==> src/rtl/sa_cache_if.sv <==
// sa_cache_if: groups the CPU memory-stage, tag/data array, LRU queue and
// main-memory signals seen by the set-associative cache controller.
// The master modport is the controller; the slave modport is everything
// around it (CPU, arrays, LRU queue, memory port).
interface sa_cache_if #(
    parameter int ADDR_W = 32
);
    // CPU side
    logic              cpu_req;
    logic              cpu_we;
    logic [ADDR_W-1:0] cpu_addr;
    logic              cpu_ready;

    // Tag/data arrays and LRU queue
    logic [3:0]        tag_hit;
    logic [1:0]        lru_way;
    logic              victim_valid;
    logic              victim_dirty;
    logic [ADDR_W-1:0] victim_addr;
    logic [1:0]        way_sel;
    logic              lru_we;
    logic [1:0]        lru_in;
    logic              data_we;
    logic              dirty_set;
    logic              fill_we;

    // Main-memory port
    logic              mem_req;
    logic              mem_we;
    logic [ADDR_W-1:0] mem_addr;
    logic              mem_ack;

    modport master (
        input  cpu_req, cpu_we, cpu_addr,
        input  tag_hit, lru_way, victim_valid, victim_dirty, victim_addr,
        input  mem_ack,
        output cpu_ready,
        output way_sel, lru_we, lru_in, data_we, dirty_set, fill_we,
        output mem_req, mem_we, mem_addr
    );

    modport slave (
        output cpu_req, cpu_we, cpu_addr,
        output tag_hit, lru_way, victim_valid, victim_dirty, victim_addr,
        output mem_ack,
        input  cpu_ready,
        input  way_sel, lru_we, lru_in, data_we, dirty_set, fill_we,
        input  mem_req, mem_we, mem_addr
    );
endinterface

==> src/rtl/sa_cache_ctrl.sv <==
// sa_cache_ctrl: controller for a 4-way set-associative data cache.
// Sequences lookup, dirty-victim writeback, line fill and replay, and drives
// the per-set LRU queue update once per completed CPU access.
// Optional build macro SA_CACHE_PERF_EN adds saturating hit/miss counters.
module sa_cache_ctrl #(
    parameter int ADDR_W   = 32,
    parameter int OFFSET_W = 4
) (
    input  logic       clk,
    input  logic       rst_n,
    sa_cache_if.master bus
`ifdef SA_CACHE_PERF_EN
    ,
    output logic [31:0] hit_count,
    output logic [31:0] miss_count
`endif
);

    typedef enum logic [1:0] {
        IDLE      = 2'd0,
        LOOKUP    = 2'd1,
        WRITEBACK = 2'd2,
        FILL      = 2'd3
    } state_e;

    localparam logic [ADDR_W-1:0] OFFSET_MASK =
        {{(ADDR_W-OFFSET_W){1'b0}}, {OFFSET_W{1'b1}}};

    state_e     state_q, state_d;
    logic [1:0] victim_q, victim_d;
    logic       replay_q, replay_d;

    logic       hit;
    logic [1:0] hit_way;

    // Hit detect; a multi-way match resolves to the lowest way.
    always_comb begin
        hit     = |bus.tag_hit;
        hit_way = 2'd0;
        if (bus.tag_hit[0])      hit_way = 2'd0;
        else if (bus.tag_hit[1]) hit_way = 2'd1;
        else if (bus.tag_hit[2]) hit_way = 2'd2;
        else if (bus.tag_hit[3]) hit_way = 2'd3;
    end

    // Next state and output decode; strobes depend on same-cycle tag/ack inputs.
    always_comb begin
        state_d       = state_q;
        victim_d      = victim_q;
        replay_d      = replay_q;
        bus.cpu_ready = 1'b0;
        bus.way_sel   = 2'd0;
        bus.lru_we    = 1'b0;
        bus.lru_in    = 2'd0;
        bus.data_we   = 1'b0;
        bus.dirty_set = 1'b0;
        bus.fill_we   = 1'b0;
        bus.mem_req   = 1'b0;
        bus.mem_we    = 1'b0;
        bus.mem_addr  = '0;
        case (state_q)
            IDLE: begin
                if (bus.cpu_req) state_d = LOOKUP;
            end
            LOOKUP: begin
                if (hit) begin
                    bus.way_sel   = hit_way;
                    bus.lru_we    = 1'b1;
                    bus.lru_in    = hit_way;
                    bus.data_we   = bus.cpu_we;
                    bus.dirty_set = bus.cpu_we;
                    bus.cpu_ready = 1'b1;
                    replay_d      = 1'b0;
                    state_d       = IDLE;
                end else begin
                    bus.way_sel = bus.lru_way;
                    victim_d    = bus.lru_way;
                    if (bus.victim_valid && bus.victim_dirty) state_d = WRITEBACK;
                    else                                      state_d = FILL;
                end
            end
            WRITEBACK: begin
                bus.way_sel  = victim_q;
                bus.mem_req  = 1'b1;
                bus.mem_we   = 1'b1;
                bus.mem_addr = bus.victim_addr;
                if (bus.mem_ack) state_d = FILL;
            end
            FILL: begin
                bus.way_sel  = victim_q;
                bus.mem_req  = 1'b1;
                bus.mem_addr = bus.cpu_addr & ~OFFSET_MASK;
                if (bus.mem_ack) begin
                    bus.fill_we = 1'b1;
                    replay_d    = 1'b1;
                    state_d     = LOOKUP;
                end
            end
            default: state_d = IDLE;
        endcase
    end

    // State, victim way and replay flag registers.
    always_ff @(posedge clk or negedge rst_n) begin
        if (!rst_n) begin
            state_q  <= IDLE;
            victim_q <= 2'd0;
            replay_q <= 1'b0;
        end else begin
            state_q  <= state_d;
            victim_q <= victim_d;
            replay_q <= replay_d;
        end
    end

`ifdef SA_CACHE_PERF_EN
    // Saturating counters: first-time hits and lookup misses; replays count as neither.
    always_ff @(posedge clk or negedge rst_n) begin
        if (!rst_n) begin
            hit_count  <= 32'd0;
            miss_count <= 32'd0;
        end else if (state_q == LOOKUP) begin
            if (hit && !replay_q && (hit_count != 32'hFFFF_FFFF))
                hit_count <= hit_count + 32'd1;
            if (!hit && (miss_count != 32'hFFFF_FFFF))
                miss_count <= miss_count + 32'd1;
        end
    end
`endif

endmodule

==> src/flat_wrapper.sv <==
// flat-port wrapper written by rule: the top's interface ports become plain ports
module sa_cache_ctrl_flat 
#(
    parameter int ADDR_W   = 32,
    parameter int OFFSET_W = 4
)
  (clk, rst_n, bus_cpu_req, bus_cpu_we, bus_cpu_addr, bus_tag_hit, bus_lru_way, bus_victim_valid, bus_victim_dirty, bus_victim_addr, bus_mem_ack, bus_cpu_ready, bus_way_sel, bus_lru_we, bus_lru_in, bus_data_we, bus_dirty_set, bus_fill_we, bus_mem_req, bus_mem_we, bus_mem_addr);
  sa_cache_if #(.ADDR_W(ADDR_W)) bus_i ();
  input  logic clk;
  input  logic rst_n;
  input wire logic [$bits(bus_i.cpu_req)-1:0] bus_cpu_req;
  input wire logic [$bits(bus_i.cpu_we)-1:0] bus_cpu_we;
  input wire logic [$bits(bus_i.cpu_addr)-1:0] bus_cpu_addr;
  input wire logic [$bits(bus_i.tag_hit)-1:0] bus_tag_hit;
  input wire logic [$bits(bus_i.lru_way)-1:0] bus_lru_way;
  input wire logic [$bits(bus_i.victim_valid)-1:0] bus_victim_valid;
  input wire logic [$bits(bus_i.victim_dirty)-1:0] bus_victim_dirty;
  input wire logic [$bits(bus_i.victim_addr)-1:0] bus_victim_addr;
  input wire logic [$bits(bus_i.mem_ack)-1:0] bus_mem_ack;
  output wire logic [$bits(bus_i.cpu_ready)-1:0] bus_cpu_ready;
  output wire logic [$bits(bus_i.way_sel)-1:0] bus_way_sel;
  output wire logic [$bits(bus_i.lru_we)-1:0] bus_lru_we;
  output wire logic [$bits(bus_i.lru_in)-1:0] bus_lru_in;
  output wire logic [$bits(bus_i.data_we)-1:0] bus_data_we;
  output wire logic [$bits(bus_i.dirty_set)-1:0] bus_dirty_set;
  output wire logic [$bits(bus_i.fill_we)-1:0] bus_fill_we;
  output wire logic [$bits(bus_i.mem_req)-1:0] bus_mem_req;
  output wire logic [$bits(bus_i.mem_we)-1:0] bus_mem_we;
  output wire logic [$bits(bus_i.mem_addr)-1:0] bus_mem_addr;
  assign bus_i.cpu_req = bus_cpu_req;
  assign bus_i.cpu_we = bus_cpu_we;
  assign bus_i.cpu_addr = bus_cpu_addr;
  assign bus_i.tag_hit = bus_tag_hit;
  assign bus_i.lru_way = bus_lru_way;
  assign bus_i.victim_valid = bus_victim_valid;
  assign bus_i.victim_dirty = bus_victim_dirty;
  assign bus_i.victim_addr = bus_victim_addr;
  assign bus_i.mem_ack = bus_mem_ack;
  assign bus_cpu_ready = bus_i.cpu_ready;
  assign bus_way_sel = bus_i.way_sel;
  assign bus_lru_we = bus_i.lru_we;
  assign bus_lru_in = bus_i.lru_in;
  assign bus_data_we = bus_i.data_we;
  assign bus_dirty_set = bus_i.dirty_set;
  assign bus_fill_we = bus_i.fill_we;
  assign bus_mem_req = bus_i.mem_req;
  assign bus_mem_we = bus_i.mem_we;
  assign bus_mem_addr = bus_i.mem_addr;
  sa_cache_ctrl #(.ADDR_W(ADDR_W), .OFFSET_W(OFFSET_W)) u_core (.clk(clk), .rst_n(rst_n), .bus(bus_i));
endmodule
==> config.mk <==
export PLATFORM = sky130hd
export DESIGN_NAME = sa_cache_ctrl_flat
export DESIGN_NICKNAME = d
export VERILOG_FILES = /design/src/rtl/sa_cache_if.sv /design/src/rtl/sa_cache_ctrl.sv /design/src/flat_wrapper.sv
export SDC_FILE = /design/constraint.sdc
export NUM_CORES = 1
export LEC_CHECK = 0
export BUFFER_PORTS_ARGS = -buffer_cell sky130_fd_sc_hd__buf_2
export CELL_PAD_IN_SITES_DETAIL_PLACEMENT = 2
export CELL_PAD_IN_SITES_GLOBAL_PLACEMENT = 2
export CORE_MARGIN = 2
export CORE_UTILIZATION = 12
export CTS_BUF_LIST = sky130_fd_sc_hd__clkbuf_16
export DETAILED_ROUTE_END_ITERATION = 12
export PLACE_DENSITY_LB_ADDON = 0.1
export SYNTH_ARGS = -nofsm -noshare
export SYNTH_HDL_FRONTEND = slang
export SYNTH_SLANG_ARGS = --single-unit
==> constraint.sdc <==
create_clock -name clk -period 4.05 [get_ports clk]
set_input_delay 0.6075 -clock clk [delete_from_list [all_inputs] [get_ports clk]]
set_output_delay 0.6075 -clock clk [all_outputs]
set_load 0.05 [all_outputs]
==> run summary, run 1 <==
final setup vio count: 0
clk sinks: 4
Core Region: 5820 um^2
post-CTS resize count: 0
Post-CTS Setup Inserts: 0
largest net degree at the start of global routing: 37
met2 usage: 0.193
Leak Pwr: 0.000863 uW
post-route insts no fill: 271
max-slew violations: 0
Fin. Hold Viols: 0
largest cells by area after synthesis: a22o_1 (34%), dfrtp_1 (14%), ha_1 (8.8%)
RSZ-0062 raised after global routing: no
antenna-violating nets left: 0
CTS tree: yes
standard-cell rows: 28
# diodes: 0
synthesis-stage register bit count: 4
Syn Inst Count: 85
crit share post-route: 0.610
post-synth top area share: 0.344
DIE WIDTH: 81.0 um
gpl congestion: 0.719
fin nets: 280
initial core utilization: 0.122
critical setup path kind: reg -> out
P&R area growth vs syn: 100%
worst-skew pair later-pin latency: 0.22 ns
CP arrival: 1.86 ns
VDD IR max: 0.349 mV
most frequent cells in the layout: buf_2 (115), a22o_1 (28), and2_1 (6)
DR vias: 1128
Synth Area in Compound Gates: 0.476
vias in the first global route: 1161
leading cell type in the layout, fill and taps excluded: buf_2
Synth area leader: a22o_1
most used routing layer: met2
fin util: 0.245
f_max: 405 MHz
Hold WS: 0.188 ns
Critical Path Source Type: flip-flop
IO Pins: 120
TritonCTS Buffers: 3
Syn Nets: 167
clock period minus final worst setup slack: 2.47 ns
PwrDens: 419 nW/um^2
Final WS setup: 1.58 ns
DRT iter0 DRCs: 21
Die Y: 81.0 um
ratio of cells with drive above 1 in the final layout: 0.648
Final Routed Wirelength: 3.82 mm
total global-route track usage: 0.107
Critical Path Fanout Max: 6
GR Overflow Total: 0
Fillers: 722
Required @ worst endpoint: 3.44 ns
cell area after synthesis: 712 um^2
CP endpoint kind: primary output
H-tree levels: 1
met1 Use GR: 0.127
post-synth cell types: 28
pre-CTS WS: 1.76 ns
clock slew at reported path FFs: 0.03 ns
Hold/Removal Path Class: in -> async
PortBufs: 115
number of remaining DRC errors: 0
routed len/inst: 14.1 um
Worst Skew: 0.00116 ns
Clock Path Buffers: 2
actual slew at the worst max-slew pin: 0.430 ns
Max transition margin: 0.706
post-DP HPWL: 3.33 mm
Post-Synth Adder-Cell Area: 0.0879
Vias/cell: 4.16
Placed Cells: 268
post-synthesis sequential area ratio: 0.141
mux cell area share after synthesis: 0.0211
Ys Warns: 0
Max Cap Viol: 0
initial antenna violation count: 0
xor and xnor fraction of the mapped netlist area: 0
Syn Area/Cell: 8.38 um^2
main combinational cell family by area after synthesis: compound AO/OA/AOI/OAI gates
status: complete, no violations
first-pass GRT wire length: 5.54 mm
clk root buf: clkbuf_16
CTS hold repair buffers: 0
simple-gate share of the synthesized area: 0.183
setup_tns: 0 ns
Die ar.: 6570 um^2
GR met3 Demand/Resource: 0.0322
Initial DRT Pass Iterations: 4
state kept, by name, summed over array words and instances, names as in the netlist:
name             cells
u_core.state_q       2
u_core.victim_q      2
synthesized netlist by cell type:
cell,count
inv_1,5
o21ai_0,2
nand3_1,2
and2_2,1
dfrtp_1,4
buf_2,4
nor2_1,2
mux2_4,1
or2_1,1
nor3b_4,1
o41ai_2,1
o21ba_2,1
nor2b_1,3
a2bb2oi_1,1
o31a_1,1
a22o_1,28
o21ai_1,1
buf_4,2
nand2_1,3
a21bo_1,1
ha_1,5
or2_2,1
a31oi_1,1
a2111oi_0,1
nand2_2,1
and2_1,6
clkbuf_1,3
a21oi_1,2
per-layer routing:
metal  vias up  part of all wire
met5         -                 0
met4         0                 0
met3         0              0.13
met2        76              0.47
met1       508              0.40
li1        544                 -
power breakdown:
group          total (uW)  leakage [uW]  switching, uW  internal, uW
clock network         152     0.0000370           26.3           126
registers            71.2     0.0000501           14.5          56.7
logic                 374      0.000776            253           120
total                 597      0.000863            294           303
per-stage QoR:
stage	total power, uW	instance area [um^2]
2_1_floorplan	353	712
3_3_place_gp	442	1350
3_5_place_dp	451	1350
4_1_cts	607	1430
5_1_grt	634	1430
6_report	597	1430
kinds of logic after synthesis:
| kind of cell | count (synthesis) |
|---|---|
| buf+inv | 14 |
| compound gates | 40 |
| flops | 4 |
| mux | 1 |
| fa+ha+maj | 5 |
| simple gates | 21 |
worst max-delay path: stages (launching register included):
cell     delay, ns
dfrtp_1       0.40
inv_1         0.12
ha_1          0.20
nor3b_4       0.31
nand3_1       0.16
a31oi_1       0.16
buf_2         0.29
area by class of cell:
class,instances,area [um^2],share of cell area
repair buffers,117,591,0.414
clock buffers,3,75.1,0.0527
inverters,5,18.8,0.0132
well taps,75,93.8,0.0658
multi-input cells,67,547,0.384
flip-flops and latches,4,100,0.0702
worst paths after layout:
check | startpoint | endpoint | slack [ns] | cells after the start
setup / recovery | u_core.state_q[1]$_DFFE_PN0P_ | bus_way_sel[0] | 1.58 | 6
hold / removal | rst_n | u_core.state_q[1]$_DFFE_PN0P_ | 0.19 | 1
setup reg to reg | u_core.state_q[0]$_DFFE_PN0P_ | u_core.state_q[1]$_DFFE_PN0P_ | 2.26 | 5
hold reg to reg | u_core.victim_q[0]$_DFFE_PN0P_ | u_core.victim_q[0]$_DFFE_PN0P_ | 0.48 | 1
max in group asynchronous | rst_n | u_core.victim_q[1]$_DFFE_PN0P_ | 3.74 | 1
min in group clk | u_core.victim_q[0]$_DFFE_PN0P_ | u_core.victim_q[0]$_DFFE_PN0P_ | 0.48 | 1
No activity file was read; power rests on OpenSTA's default activity.
==> inputs of run 2 (changes only) <==
Settings changed: CORE_UTILIZATION 12 to 11.
Clock period 4.05 ns to 2.4 ns, I/O delays scaled along.
==> run 2 against run 1 <==
Clock power up 75%. Count of clock-buffer cells in the layout unchanged. Critical path depth unchanged. Worst hold slack better by 0.21 ns. Sequential cell count unchanged. Critical path type unchanged. Critical endpoint unchanged. Largest power group unchanged. Highest routed layer is now met4.
==> run summary, run 2 (synthesis results as in run 1) <==
status: complete, no violations
RSZ-0062 raised after global routing: no
P&R area growth vs syn: 110%
TritonCTS Buffers: 3 (unchanged)
initial antenna violation count: 0 (unchanged)
Max Cap Viol: 0 (unchanged)
Leak Pwr: 0.000890 uW (+3.1%)
antenna-violating nets left: 0 (unchanged)
post-DP HPWL: 3.61 mm (+8.5%)
largest net degree at the start of global routing: 32 (-14%)
PwrDens: 708 nW/um^2 (+69%)
CTS tree: yes
f_max: 447 MHz
Worst Skew: 0.00510 ns (+0.00394 ns)
crit-path cells: inv_1, ha_1, nor3b_4, nand3_1, a31oi_4, buf_2
Critical Path Source Type: flip-flop
clock slew at reported path FFs: 0.03 ns (about the same)
Die Y: 84.5 um (+4.2%)
final setup vio count: 0 (unchanged)
clk root buf: clkbuf_16
actual slew at the worst max-slew pin: 0.475 ns (+0.0449 ns)
Final Routed Wirelength: 4.23 mm (+11%)
most frequent cells in the layout: buf_2 (115), a22o_1 (28), and2_1 (6), buf_4 (6)
post-CTS resize count: 0 (unchanged)
gpl congestion: 0.788 (+9.7%)
critical setup path kind: reg -> out
DRT iter0 DRCs: 16 (-24%)
total global-route track usage: 0.112 (+0.00473)
fin nets: 285 (+1.8%)
Top delay family on crit path: simple AND/OR/NAND/NOR gates
slowest CP cell: dfrtp_1
Top Registers: u_core.state_q (2), u_core.victim_q (2)
initial core utilization: 0.113 (-0.00966)
setup_tns: 0 ns (unchanged)
routed len/inst: 15.2 um (+7.9%)
Core Region: 6310 um^2 (+8.6%)
worst-skew pair later-pin latency: 0.23 ns (about the same)
CP arrival: 1.88 ns (+0.02 ns)
Required @ worst endpoint: 2.04 ns (-1.40 ns)
Max transition margin: 0.680 (-0.0259)
H-tree levels: 1 (unchanged)
vias in the first global route: 1267 (+9.1%)
# diodes: 0 (unchanged)
crit share post-route: 0.933
first-pass GRT wire length: 6.31 mm (+14%)
PortBufs: 115 (unchanged)
Clock Path Buffers: 2 (unchanged)
ratio of cells with drive above 1 in the final layout: 0.662 (+0.0137)
IO Pins: 120 (unchanged)
CP bufs+invs: 2 (unchanged)
Fin. Hold Viols: 0 (unchanged)
Hold/Removal Path Class: in -> reg
Vias/cell: 4.15 (-0.36%)
clock period minus final worst setup slack: 2.24 ns
GR Overflow Total: 0 (unchanged)
CP max stage delay: 0.40 ns (about the same)
VDD IR max: 0.301 mV (-14%)
Initial DRT Pass Iterations: 4 (unchanged)
fin util: 0.237 (-0.00843)
number of remaining DRC errors: 0 (unchanged)
DIE WIDTH: 84.5 um (+4.2%)
clk sinks: 4 (unchanged)
Critical Path Fanout Max: 6 (unchanged)
Fillers: 780 (+8.0%)
standard-cell rows: 29 (+3.6%)
leading cell type in the layout, fill and taps excluded: buf_2
CP endpoint kind: primary output
max-slew violations: 0 (unchanged)
DR vias: 1153 (+2.2%)
Die ar.: 7130 um^2 (+8.6%)
run 2: worst paths after layout:
| kind | from | end | slack (ns) | cells past startpoint |
|---|---|---|---|---|
| min in group asynchronous | rst_n | u_core.state_q[0]$_DFFE_PN0P_ | 0.46 | 2 |
| max in group asynchronous | rst_n | u_core.victim_q[1]$_DFFE_PN0P_ | 1.81 | 2 |
| worst max register to register | u_core.state_q[1]$_DFFE_PN0P_ | u_core.victim_q[1]$_DFFE_PN0P_ | 0.73 | 6 |
| worst max-delay path | u_core.state_q[1]$_DFFE_PN0P_ | bus_way_sel[0] | 0.16 | 6 |
| worst min-delay path | bus_lru_way[1] | u_core.victim_q[1]$_DFFE_PN0P_ | 0.40 | 2 |
| worst min register to register | u_core.victim_q[0]$_DFFE_PN0P_ | u_core.victim_q[0]$_DFFE_PN0P_ | 0.49 | 1 |
run 2: through the flow:
stage                     std cells  instance area (um^2)  setup slack, ns  hold slack [ns]  total power, uW
after floorplan                  85                   738         0.000287           0.0644              620
after global placement          271                  1390            0.392            0.169              769
after detailed placement        271                  1390            0.349            0.173              788
after CTS                       275                  1470           0.0969            0.400             1060
after global routing            278                  1490         0.000333            0.410             1120
final                           278                  1490            0.161            0.401             1060
run 2: worst reg2reg max path: stages (launching register included):
cell	delay (ns)
dfrtp_1	0.40
inv_1	0.11
ha_1	0.19
nor3b_4	0.31
buf_4	0.17
nand2_2	0.06
mux2_4	0.31
run 2: report_power, final:
group | internal, uW | switching, uW | total (uW)
Sequential | 95.7 | 23.1 | 119
Clock | 213 | 52.4 | 266
Combinational | 223 | 449 | 673
run 2: layout make-up:
cell class	count	area, um^2	area share
multi-input cells	67	573	0.384
flip-flops and latches	4	100	0.0670
repair buffers	122	631	0.422
well taps	77	96.3	0.0645
inverters	5	18.8	0.0126
clock buffers	3	75.1	0.0503
run 2: timing repair:
item	4_1_cts	5_1_grt
endpoints found under the hold margin	4	0
setup endpoints to repair	0	2
buffers inserted	0	3
hold buffers	1	0
run 2: per-layer routing:
| metal | GRT usage | wire [um] | vias to the layer above | part of all wire |
|---|---|---|---|---|
| met5 | 0 | 0 | - | 0 |
| met4 | 0.0260 | 37 | 0 | 0.0087 |
| met3 | 0.0167 | 210 | 3 | 0.050 |
| met2 | 0.245 | 2580 | 45 | 0.61 |
| met1 | 0.105 | 1400 | 550 | 0.33 |
| li1 | - | - | 555 | - |
